`config.mk`:
```
export PLATFORM = sky130hd
export DESIGN_NAME = hs_sync_sink_flat
export DESIGN_NICKNAME = d
export VERILOG_FILES = /design/src/rtl/hs_sync_sink_if.sv /design/src/rtl/hs_sync_sink.sv /design/src/flat_wrapper.sv
export SDC_FILE = /design/constraint.sdc
export NUM_CORES = 1
export LEC_CHECK = 0
export CORE_ASPECT_RATIO = 0.9
export CORE_MARGIN = 4
export CORE_UTILIZATION = 35
export DETAILED_ROUTE_END_ITERATION = 6
export HOLD_SLACK_MARGIN = 0.05
export SETUP_SLACK_MARGIN = 0.2
export SLEW_MARGIN = 20
export SYNTH_ARGS = -nofsm -noshare
export SYNTH_HDL_FRONTEND = slang
export SYNTH_SLANG_ARGS = --single-unit
```
`constraint.sdc`:
```
create_clock -name clk -period 2 [get_ports clk]
set_input_delay 0.3 -clock clk [delete_from_list [all_inputs] [get_ports clk]]
set_output_delay 0.3 -clock clk [all_outputs]
set_load 0.03 [all_outputs]
```
`src/rtl/hs_sync_sink_if.sv`:
```
// Bundle of signals between hs_sync_sink and its neighbours: the four-phase
// bundled-data upstream channel plus the valid/ready FIFO head and status.
interface hs_sync_sink_if #(
  parameter int WIDTH = 32,
  parameter int DEPTH = 4
);
  localparam int CW = $clog2(DEPTH) + 1;

  logic             Rreq;
  logic [WIDTH-1:0] Rdata;
  logic             Rack;
  logic             out_valid;
  logic             out_ready;
  logic [WIDTH-1:0] out_data;
  logic [CW-1:0]    count;
  logic [15:0]      tok_cnt;

  modport slave (
    input  Rreq, Rdata, out_ready,
    output Rack, out_valid, out_data, count, tok_cnt
  );

  modport master (
    output Rreq, Rdata, out_ready,
    input  Rack, out_valid, out_data, count, tok_cnt
  );
endinterface

```
`src/rtl/hs_sync_sink.sv`:
```
// Four-phase bundled-data to synchronous FIFO sink.
// Rreq is brought into clk through a two-flop synchroniser; each complete
// four-phase cycle pushes one Rdata word into a DEPTH-entry FIFO that is
// drained through a valid/ready port.
//
// state | meaning
// ------+-----------------------------------------------------------
// IDLE  | Rack=0, waiting for sreq=1 and a free FIFO slot
// ACKD  | Rack=1, token pushed, waiting for sreq to return to 0
module hs_sync_sink #(
  parameter int WIDTH = 32,
  parameter int DEPTH = 4
) (
  input  logic          clk,
  input  logic          rst,
  hs_sync_sink_if.slave bus
);
  localparam int AW = $clog2(DEPTH);
  localparam int CW = AW + 1;

  typedef enum logic {
    IDLE = 1'b0,
    ACKD = 1'b1
  } state_t;

  state_t           state_q;
  state_t           state_d;
  logic             sync1_q;
  logic             sreq_q;
  logic             rack_q;
  logic             push;
  logic             pop;
  logic             full;
  logic [AW-1:0]    wptr_q;
  logic [AW-1:0]    rptr_q;
  logic [CW-1:0]    count_q;
  logic [15:0]      tok_q;
  logic [WIDTH-1:0] mem [DEPTH];

  // Full is judged on the registered count, so a pop on this edge does not
  // make room for a push on the same edge.
  assign full = (count_q == CW'(DEPTH));
  assign pop  = (count_q != '0) && bus.out_ready;

  // Two-flop synchroniser for the asynchronous request.
  always_ff @(posedge clk) begin
    if (!rst) begin
      sync1_q <= 1'b0;
      sreq_q  <= 1'b0;
    end else begin
      sync1_q <= bus.Rreq;
      sreq_q  <= sync1_q;
    end
  end

  // Next-state and push decode; push only ever happens on leaving IDLE.
  always_comb begin
    state_d = state_q;
    push    = 1'b0;
    case (state_q)
      IDLE: begin
        if (sreq_q && !full) begin
          push    = 1'b1;
          state_d = ACKD;
        end
      end
      ACKD: begin
        if (!sreq_q) state_d = IDLE;
      end
      default: state_d = IDLE;
    endcase
  end

  // State register, with Rack kept in its own flop so it is glitch-free.
  always_ff @(posedge clk) begin
    if (!rst) begin
      state_q <= IDLE;
      rack_q  <= 1'b0;
    end else begin
      state_q <= state_d;
      rack_q  <= (state_d == ACKD);
    end
  end

  // FIFO pointers and occupancy; pointers wrap naturally as DEPTH is 2^AW.
  always_ff @(posedge clk) begin
    if (!rst) begin
      wptr_q  <= '0;
      rptr_q  <= '0;
      count_q <= '0;
    end else begin
      if (push) wptr_q <= wptr_q + 1'b1;
      if (pop)  rptr_q <= rptr_q + 1'b1;
      case ({push, pop})
        2'b10:   count_q <= count_q + 1'b1;
        2'b01:   count_q <= count_q - 1'b1;
        default: count_q <= count_q;
      endcase
    end
  end

  // Accepted-token counter, wraps silently at 16 bits.
  always_ff @(posedge clk) begin
    if (!rst) begin
      tok_q <= '0;
    end else if (push) begin
      tok_q <= tok_q + 16'd1;
    end
  end

  // Storage is not reset; Rdata is captured only on the push edge.
  always_ff @(posedge clk) begin
    if (push) mem[wptr_q] <= bus.Rdata;
  end

  assign bus.Rack      = rack_q;
  assign bus.out_valid = (count_q != '0);
  assign bus.out_data  = mem[rptr_q];
  assign bus.count     = count_q;
  assign bus.tok_cnt   = tok_q;
endmodule
```
`src/flat_wrapper.sv`:
```
// flat-port wrapper written by rule: the top's interface ports become plain ports
module hs_sync_sink_flat 
#(
  parameter int WIDTH = 32,
  parameter int DEPTH = 4
)
  (clk, rst, bus_Rreq, bus_Rdata, bus_out_ready, bus_Rack, bus_out_valid, bus_out_data, bus_count, bus_tok_cnt);
  hs_sync_sink_if #(.WIDTH(WIDTH), .DEPTH(DEPTH)) bus_i ();
  input  logic clk;
  input  logic rst;
  input wire logic [$bits(bus_i.Rreq)-1:0] bus_Rreq;
  input wire logic [$bits(bus_i.Rdata)-1:0] bus_Rdata;
  input wire logic [$bits(bus_i.out_ready)-1:0] bus_out_ready;
  output wire logic [$bits(bus_i.Rack)-1:0] bus_Rack;
  output wire logic [$bits(bus_i.out_valid)-1:0] bus_out_valid;
  output wire logic [$bits(bus_i.out_data)-1:0] bus_out_data;
  output wire logic [$bits(bus_i.count)-1:0] bus_count;
  output wire logic [$bits(bus_i.tok_cnt)-1:0] bus_tok_cnt;
  assign bus_i.Rreq = bus_Rreq;
  assign bus_i.Rdata = bus_Rdata;
  assign bus_i.out_ready = bus_out_ready;
  assign bus_Rack = bus_i.Rack;
  assign bus_out_valid = bus_i.out_valid;
  assign bus_out_data = bus_i.out_data;
  assign bus_count = bus_i.count;
  assign bus_tok_cnt = bus_i.tok_cnt;
  hs_sync_sink #(.WIDTH(WIDTH), .DEPTH(DEPTH)) u_core (.clk(clk), .rst(rst), .bus(bus_i));
endmodule
```
# After elaboration in Yosys (flattened, before gate mapping)

Memories as Yosys holds them, arrays and structs flattened. A register that Yosys moved wholly into a read port is not among the register bits.
Cells that the tools add are included.

Add/sub/neg operators: 5
Muxes and demuxes: 9
Equality and inequality tests: 3
Reduce and logical (&&, ||, !) cells: 5
Bitwise operators: 1

Operators with widths:

| kind                                                                  | number |
|---|---|
| 16-bit by 1-bit adder with 16-bit output, second input constant       | 1 |
| 3-bit one-hot mux with 2 select lines                                 | 1 |
| 1-bit 2-to-1 mux                                                      | 5 |
| 2-bit by 1-bit adder with 2-bit output, second input constant         | 2 |
| 2-bit 2-to-1 mux                                                      | 2 |
| 3-bit by 1-bit adder with 3-bit output, second input constant         | 1 |
| 3-bit equality test, second input constant                            | 1 |
| 3-bit nonzero test                                                    | 1 |
| 3-bit by 1-bit subtractor with 3-bit output, second input constant    | 1 |
| 2-bit by 1-bit equality test with 1-bit output, second input constant | 1 |
| 2-bit equality test, second input constant                            | 1 |
| 1-bit logical AND                                                     | 2 |
| 1-bit one-hot mux with 2 select lines                                 | 1 |
| 2-bit nonzero test                                                    | 1 |
| 1-bit zero test                                                       | 1 |
| 1-bit NOT                                                             | 1 |

Input bits: 36
Memory bits (writable): 128
Flip-flop bits (word level): 26
Memories kept: 1
Output and inout port bits: 53

Memory list:

| name       | words | bits a word | rd ports | clocked after memory_dff | wr ports | line               | source |
|---|---|---|---|---|---|---|---|
| u_core.mem | 4     | 32          | 1        | 1                        | 1        | hs_sync_sink.sv:38 | `logic [WIDTH-1:0] mem [DEPTH];` |

# Logic depth before layout (Yosys ltp)

Word-level depth: 7
Depth in mapped cells: 9
Gate-level depth less buffers: 9

# Least setup slack after synthesis

Ideal clock, no wire load.

Path kind: register to register
From: register u_core.count_q[2], in the netlist u_core.bus.count[2]
To: register u_core.count_q[2], in the netlist u_core.bus.count[2]
Path buffers: 0
Data required time: 1929 ps
Stages on the path, launching flop included: 10
Path slack: -432 ps
Setup time: 71 ps
Data arrival time: 2362 ps
Path through: dfxtp_1 > nor3b_2 > nor2_1 > inv_1 > ha_1 > inv_1 > fa_1 > xor2_1 > or3_1 > a21oi_1

Cells in the longest elaborated chain, start to end: 7
Elaborated cells between the ends (all ways): 13
Classes of those cells: add/sub (2); eq/ne (3); mux (3); reduce/logical (5)

Ends and longest elaborated chain:

| item                                                                                         | line               | source |
|---|---|---|
| start: declaration                                                                           | hs_sync_sink.sv:36 | `logic [CW-1:0] count_q;` |
| start signal: assignment                                                                     | hs_sync_sink.sv:95 | `2'b10: count_q <= count_q + 1'b1;` |
| start signal: assignment                                                                     | hs_sync_sink.sv:96 | `2'b01: count_q <= count_q - 1'b1;` |
| start signal: assignment                                                                     | hs_sync_sink.sv:97 | `default: count_q <= count_q;` |
| 3-bit equality test                                                                          | hs_sync_sink.sv:42 | `assign full = (count_q == CW'(DEPTH));` |
| 1-bit zero test                                                                              | hs_sync_sink.sv:62 | `if (sreq_q && !full) begin` |
| 1-bit logical AND                                                                            | hs_sync_sink.sv:62 |  |
| 1-bit 2-to-1 mux                                                                             | hs_sync_sink.sv:62 |  |
| 1-bit 2-to-1 mux                                                                             | hs_sync_sink.sv:60 | `case (state_q)` |
| 2-bit by 1-bit equality test with 1-bit output / 2-bit equality test (equally long branches) | hs_sync_sink.sv:94 | `case ({push, pop})` |
| 3-bit one-hot mux with 2 select lines / 2-bit nonzero test (equally long branches)           | --                 |  |

Parallel ways exist; a longest one is shown, timed or not.
A chain may end at the register's enable or synchronous reset.

==> impl_results.html <==
<table>
<tr><th>Metric</th><th>Value</th></tr>
<tr><th colspan="2">Status</th></tr>
<tr><td>Status</td><td>finished, violations left</td></tr>
<tr><td>Violations in the final reports</td><td>negative setup slack</td></tr>
<tr><th colspan="2">STA</th></tr>
<tr><td>Max Freq</td><td>491 MHz</td></tr>
<tr><td>Setup repair after global routing missed its margin</td><td>true</td></tr>
<tr><td>Worst-case clock skew</td><td>0.00868 ns</td></tr>
<tr><td>Least-Margin Pin Slew</td><td>0.398 ns</td></tr>
<tr><td>Period Utilization, post-route</td><td>102%</td></tr>
<tr><td>Worst slew margin relative to its limit</td><td>73.2%</td></tr>
<tr><td>Number of slew-limit violations in the final report</td><td>0</td></tr>
<tr><td>Final Hold Violating Endpoints</td><td>0</td></tr>
<tr><td>Final Critical Period</td><td>2.04 ns</td></tr>
<tr><td>Setup ws final</td><td>-0.0368 ns</td></tr>
<tr><td># setup viols final</td><td>10</td></tr>
<tr><td>Worst hold-check slack</td><td>0.432 ns</td></tr>
<tr><th colspan="2">Clocking</th></tr>
<tr><td>Latest clock arrival within the worst-skew pair</td><td>0.42 ns</td></tr>
<tr><td>Number of buffers added to fix hold violations after cts</td><td>0</td></tr>
<tr><td>Clock edge transition at the registers on the reported setup and hold paths</td><td>0.06 ns</td></tr>
<tr><td>Clock root buffer master</td><td>sky130_fd_sc_hd__clkbuf_16</td></tr>
<tr><td>Bufs on Longest Clock Path</td><td>2</td></tr>
<tr><td>CTS buffer count</td><td>17</td></tr>
<tr><td>Clk sink count</td><td>156</td></tr>
<tr><td>CTS tree</td><td>done</td></tr>
<tr><td>Max H-tree Level</td><td>4</td></tr>
<tr><th colspan="2">Drt</th></tr>
<tr><td>Number of remaining DRC errors</td><td>0</td></tr>
<tr><td>First-pass iteration count of the detailed router</td><td>4</td></tr>
<tr><td>Antenna Violating Nets Remaining</td><td>0</td></tr>
<tr><td>DR vias</td><td>3241</td></tr>
<tr><td>Count of routing violations after the opening detailed-route iteration</td><td>122</td></tr>
<tr><td>Detailed Route WL</td><td>12100 um</td></tr>
<tr><td>Routed wire length per instance</td><td>18.2 um</td></tr>
<tr><td>Routed via count divided by cell count</td><td>4.87</td></tr>
<tr><th colspan="2">Place</th></tr>
<tr><td>HPWL after DPL</td><td>7600 um</td></tr>
<tr><td>Port Buffer Count</td><td>88</td></tr>
<tr><td>DP Area</td><td>7290 um2</td></tr>
<tr><td>Routability congestion estimate from global placement</td><td>0.801</td></tr>
<tr><th colspan="2">Critical path</th></tr>
<tr><td>Worst setup path category</td><td>reg2out</td></tr>
<tr><td>Reg2Reg Setup Slack</td><td>0.09 ns</td></tr>
<tr><td>Destination of the worst register-to-register timing path</td><td>u_core.bus.count[2]</td></tr>
<tr><td>Peak fanout along the critical path</td><td>5</td></tr>
<tr><td>Ordered cell list for the critical path</td><td>buf_12 -&gt; buf_16 -&gt; mux4_2 -&gt; buf_6</td></tr>
<tr><td>Crit path launch type</td><td>flip-flop</td></tr>
<tr><td>Delay contributed by the slowest stage of the critical path</td><td>0.51 ns</td></tr>
<tr><td>Setup crit end kind</td><td>output pin</td></tr>
<tr><td>Cell with the largest stage delay on the worst path</td><td>sky130_fd_sc_hd__mux4_2</td></tr>
<tr><td>Worst r2r src</td><td>u_core.bus.count[1]</td></tr>
<tr><td>CP Buf/Inv Count</td><td>3</td></tr>
<tr><td>Depth of the most critical reg-to-reg path</td><td>9</td></tr>
<tr><td>Data required time of the critical path</td><td>1.70 ns</td></tr>
<tr><td>WP data arrival</td><td>1.74 ns</td></tr>
<tr><td>Dominant delay contributor by cell family on the critical path</td><td>multiplexers</td></tr>
<tr><th colspan="2">Power</th></tr>
<tr><td>Internal power of the cells</td><td>6.62 mW</td></tr>
<tr><td>Leak Pwr</td><td>2.88 nW</td></tr>
<tr><td>Total net switching power</td><td>2.18 mW</td></tr>
<tr><td>Power density over the cells</td><td>1080 nW/um2</td></tr>
<tr><td>Relative contribution of combinational cells to total power</td><td>21.3%</td></tr>
<tr><td>Portion of total power attributed to the clock network</td><td>37.1%</td></tr>
<tr><td>Max rail drop VDD</td><td>0.695 mV</td></tr>
<tr><td>Net Sw Frac</td><td>24.8%</td></tr>
<tr><td>Seq pwr share</td><td>41.6%</td></tr>
<tr><th colspan="2">Synthesis</th></tr>
<tr><td>Post-synthesis share of cell area spent on xor and xnor gates</td><td>1.78%</td></tr>
<tr><td>Number of distinct library cells after synthesis</td><td>36</td></tr>
<tr><td>Post-Synth Simple-Gate Area</td><td>6.35%</td></tr>
<tr><td>Dominant combinational cell family by area after synthesis</td><td>multiplexers</td></tr>
<tr><td>Warning count from the yosys run</td><td>0</td></tr>
<tr><td>Cell area after technology mapping</td><td>5910 um2</td></tr>
<tr><td>Synth Area in Compound Gates</td><td>1.91%</td></tr>
<tr><td>Number of enable-type register cells in the synthesized netlist</td><td>128</td></tr>
<tr><td>Flip-flop and latch count after synthesis</td><td>156</td></tr>
<tr><td>Mux contribution to synthesized area</td><td>12.5%</td></tr>
<tr><td>Synth top area cells</td><td>sky130_fd_sc_hd__edfxtp_1 65%, sky130_fd_sc_hd__mux4_2 12%, sky130_fd_sc_hd__dfxtp_1 9.5%</td></tr>
<tr><td>Most used flip-flop cell after synthesis</td><td>sky130_fd_sc_hd__edfxtp_1</td></tr>
<tr><td>Syn avg cell area</td><td>18.8 um2</td></tr>
<tr><td>Synth area leader</td><td>sky130_fd_sc_hd__edfxtp_1</td></tr>
<tr><td>Synthesized netlist net count</td><td>357</td></tr>
<tr><td>Area share of fa/ha/maj cells after synthesis</td><td>1.61%</td></tr>
<tr><td>Post-Syn Instances</td><td>314</td></tr>
<tr><td>Sequential cell area fraction in the yosys report</td><td>74.5%</td></tr>
<tr><td>Portion of synthesized cell area occupied by the leading cell type</td><td>65.1%</td></tr>
<tr><td>Share of flip-flops with an asynchronous set or reset after synthesis</td><td>0%</td></tr>
<tr><th colspan="2">Floorplan</th></tr>
<tr><td>Width of the die</td><td>145 um</td></tr>
<tr><td>Core region area</td><td>16400 um2</td></tr>
<tr><td>FP Rows</td><td>44</td></tr>
<tr><td>Starting density of the core</td><td>36.1%</td></tr>
<tr><td>Top-level port count</td><td>89</td></tr>
<tr><td>Full die area</td><td>19000 um2</td></tr>
<tr><td>Die Y</td><td>131 um</td></tr>
<tr><th colspan="2">Min path</th></tr>
<tr><td>Worst hold path stage count</td><td>1</td></tr>
<tr><td>HP Class</td><td>reg2reg</td></tr>
<tr><td>Worst hold path endpoint</td><td>u_core.sreq_q</td></tr>
<tr><td>Worst min-delay path startpoint</td><td>u_core.sync1_q</td></tr>
<tr><th colspan="2">GRT</th></tr>
<tr><td>Total grt overflow</td><td>0</td></tr>
<tr><td>Initial antenna violation count</td><td>0</td></tr>
<tr><td>Wire length of the first global-routing pass</td><td>19100 um</td></tr>
<tr><td>Pin count of the biggest net entering global routing</td><td>26</td></tr>
<tr><td>GRT Overall Usage</td><td>13.2%</td></tr>
<tr><td>Via count of the first global-routing pass</td><td>3515</td></tr>
<tr><th colspan="2">Cells and area</th></tr>
<tr><td>Diodes inserted</td><td>0</td></tr>
<tr><td>Share of cells above drive strength 1</td><td>34.5%</td></tr>
<tr><td>Fillcell total</td><td>1353</td></tr>
<tr><td>Multi-input logic area</td><td>1500 um2</td></tr>
<tr><td>FF+latch area</td><td>4430 um2</td></tr>
<tr><td>P&amp;R area growth vs syn</td><td>37.8%</td></tr>
<tr><td>Fin nets</td><td>488</td></tr>
<tr><td>Fin area</td><td>8140 um2</td></tr>
<tr><th colspan="2">Flow run</th></tr>
<tr><td>Max-capacitance violation count</td><td>0</td></tr>
</table>
==> power by group through the flow <==
stage / Sequential (mW) / Combinational (mW) / Clock, mW
after floorplan: 3.74 / 0.956 / 0
after global placement: 3.72 / 1.60 / 0
after detailed placement: 3.72 / 1.61 / 0
after CTS: 3.66 / 1.89 / 3.34
after global routing: 3.67 / 1.99 / 3.49
final: 3.66 / 1.87 / 3.27
==> synthesized netlist by cell type, drive strengths merged (6+ instances only) <==
cell type and count:
nor2 17, inv 9, nand3 6, edfxtp 128
dfxtp 28, a21oi 9, mux4 32, ha 6
o21ai 8, or3 7, xnor2 7, nand2 9
==> routing by layer <==
| metal | up-vias | share of wire (%) | GRT usage (%) |
|---|---|---|---|
| met1 | 1624 | 47 | 17.3 |
| met5 | - | 0 | 0 |
| li1 | 1513 | - | - |
| met2 | 89 | 47 | 20.6 |
| met4 | 0 | 1.3 | 5.01 |
| met3 | 15 | 5.2 | 4.17 |
==> cell families (layout without fill, tap and decap cells) <==
kind of cell             Yosys count  in the layout
flip-flops                       156            156
AND/OR/NAND/NOR                   66             66
multiplexers                      34             34
AO/OA/AOI/OAI                     20             20
buffers and inverters             19            163
XOR/XNOR                          12             12
adder cells (fa/ha/maj)            7              7
==> flip-flops by register name, indices dropped and copies added (netlist names), named ones only <==
register	cells
u_core.state_q	1
u_core.sync1_q	1
u_core.mem	128
u_core.sreq_q	1
u_core.bus.tok_cnt	16
u_core.bus.count	3
u_core.wptr_q	2
u_core.rptr_q	2
==> stage by stage <==
step                utilization, %  power, mW  instances  setup TNS, ns  setup slack, ns
global route                  49.8       9.15        665          -1.11          -0.0890
CTS                           49.6       8.89        664         -0.644          -0.0701
finish                        49.8       8.80        665         -0.208          -0.0368
floorplan                        -       4.69        314        -0.0530          -0.0530
global placement              44.6       5.32        625        -0.0789          -0.0776
detailed placement            44.6       5.33        625         -0.163           -0.152
==> placed cells by master, fill, tap and decap left out, types with 5 or more instances in the layout <==
| cell | synthesis | final |
|---|---|---|
| sky130_fd_sc_hd__dlygate4sd2_1 | 0 | 18 |
| sky130_fd_sc_hd__buf_4 | 0 | 22 |
| sky130_fd_sc_hd__xnor2_1 | 7 | 7 |
| sky130_fd_sc_hd__buf_6 | 0 | 33 |
| sky130_fd_sc_hd__edfxtp_1 | 128 | 128 |
| sky130_fd_sc_hd__or3_1 | 7 | 7 |
| sky130_fd_sc_hd__ha_1 | 6 | 5 |
| sky130_fd_sc_hd__nand3_1 | 6 | 6 |
| sky130_fd_sc_hd__nand2_1 | 9 | 9 |
| sky130_fd_sc_hd__mux4_2 | 32 | 32 |
| sky130_fd_sc_hd__clkinv_2 | 0 | 5 |
| sky130_fd_sc_hd__dfxtp_2 | 0 | 5 |
| sky130_fd_sc_hd__clkdlybuf4s50_1 | 0 | 36 |
| sky130_fd_sc_hd__nor2_1 | 17 | 15 |
| sky130_fd_sc_hd__buf_12 | 0 | 9 |
| sky130_fd_sc_hd__o21ai_0 | 8 | 8 |
| sky130_fd_sc_hd__inv_1 | 9 | 7 |
| sky130_fd_sc_hd__a21oi_1 | 9 | 8 |
| sky130_fd_sc_hd__dfxtp_1 | 28 | 19 |
| sky130_fd_sc_hd__clkbuf_16 | 0 | 17 |
| sky130_fd_sc_hd__xor2_1 | 5 | 5 |
==> worst max path at each step <==
stage | from | to | slack (ns) | cells past startpoint
after floorplan | u_core.bus.count[2] | u_core.bus.count[2] | -0.05 | 9
after global placement | bus_out_ready | u_core.bus.count[2] | -0.08 | 8
after detailed placement | bus_out_ready | u_core.bus.count[2] | -0.15 | 8
after CTS | flip-flop | bus_out_data[31] | -0.07 | 4
after global routing | flip-flop | bus_out_data[31] | -0.09 | 4
final | flip-flop | bus_out_data[15] | -0.04 | 4
==> layout make-up <==
cell class                 count  area share, %
tap                          207           3.18
sequential                   156           54.4
multi-input combinational    139           18.4
timing repair buffer         122           16.1
clock buffer                  21           5.78
clock inverter                11           1.74
inverter                       9          0.415
==> repair_timing <==
item	CTS	global route
pin swaps	5	5
gates cloned	2	0
gates resized for setup	179	7
buffers inserted	5	1
endpoints found under the setup margin	51	128
Note: power is estimated with default switching activity, not from simulation.
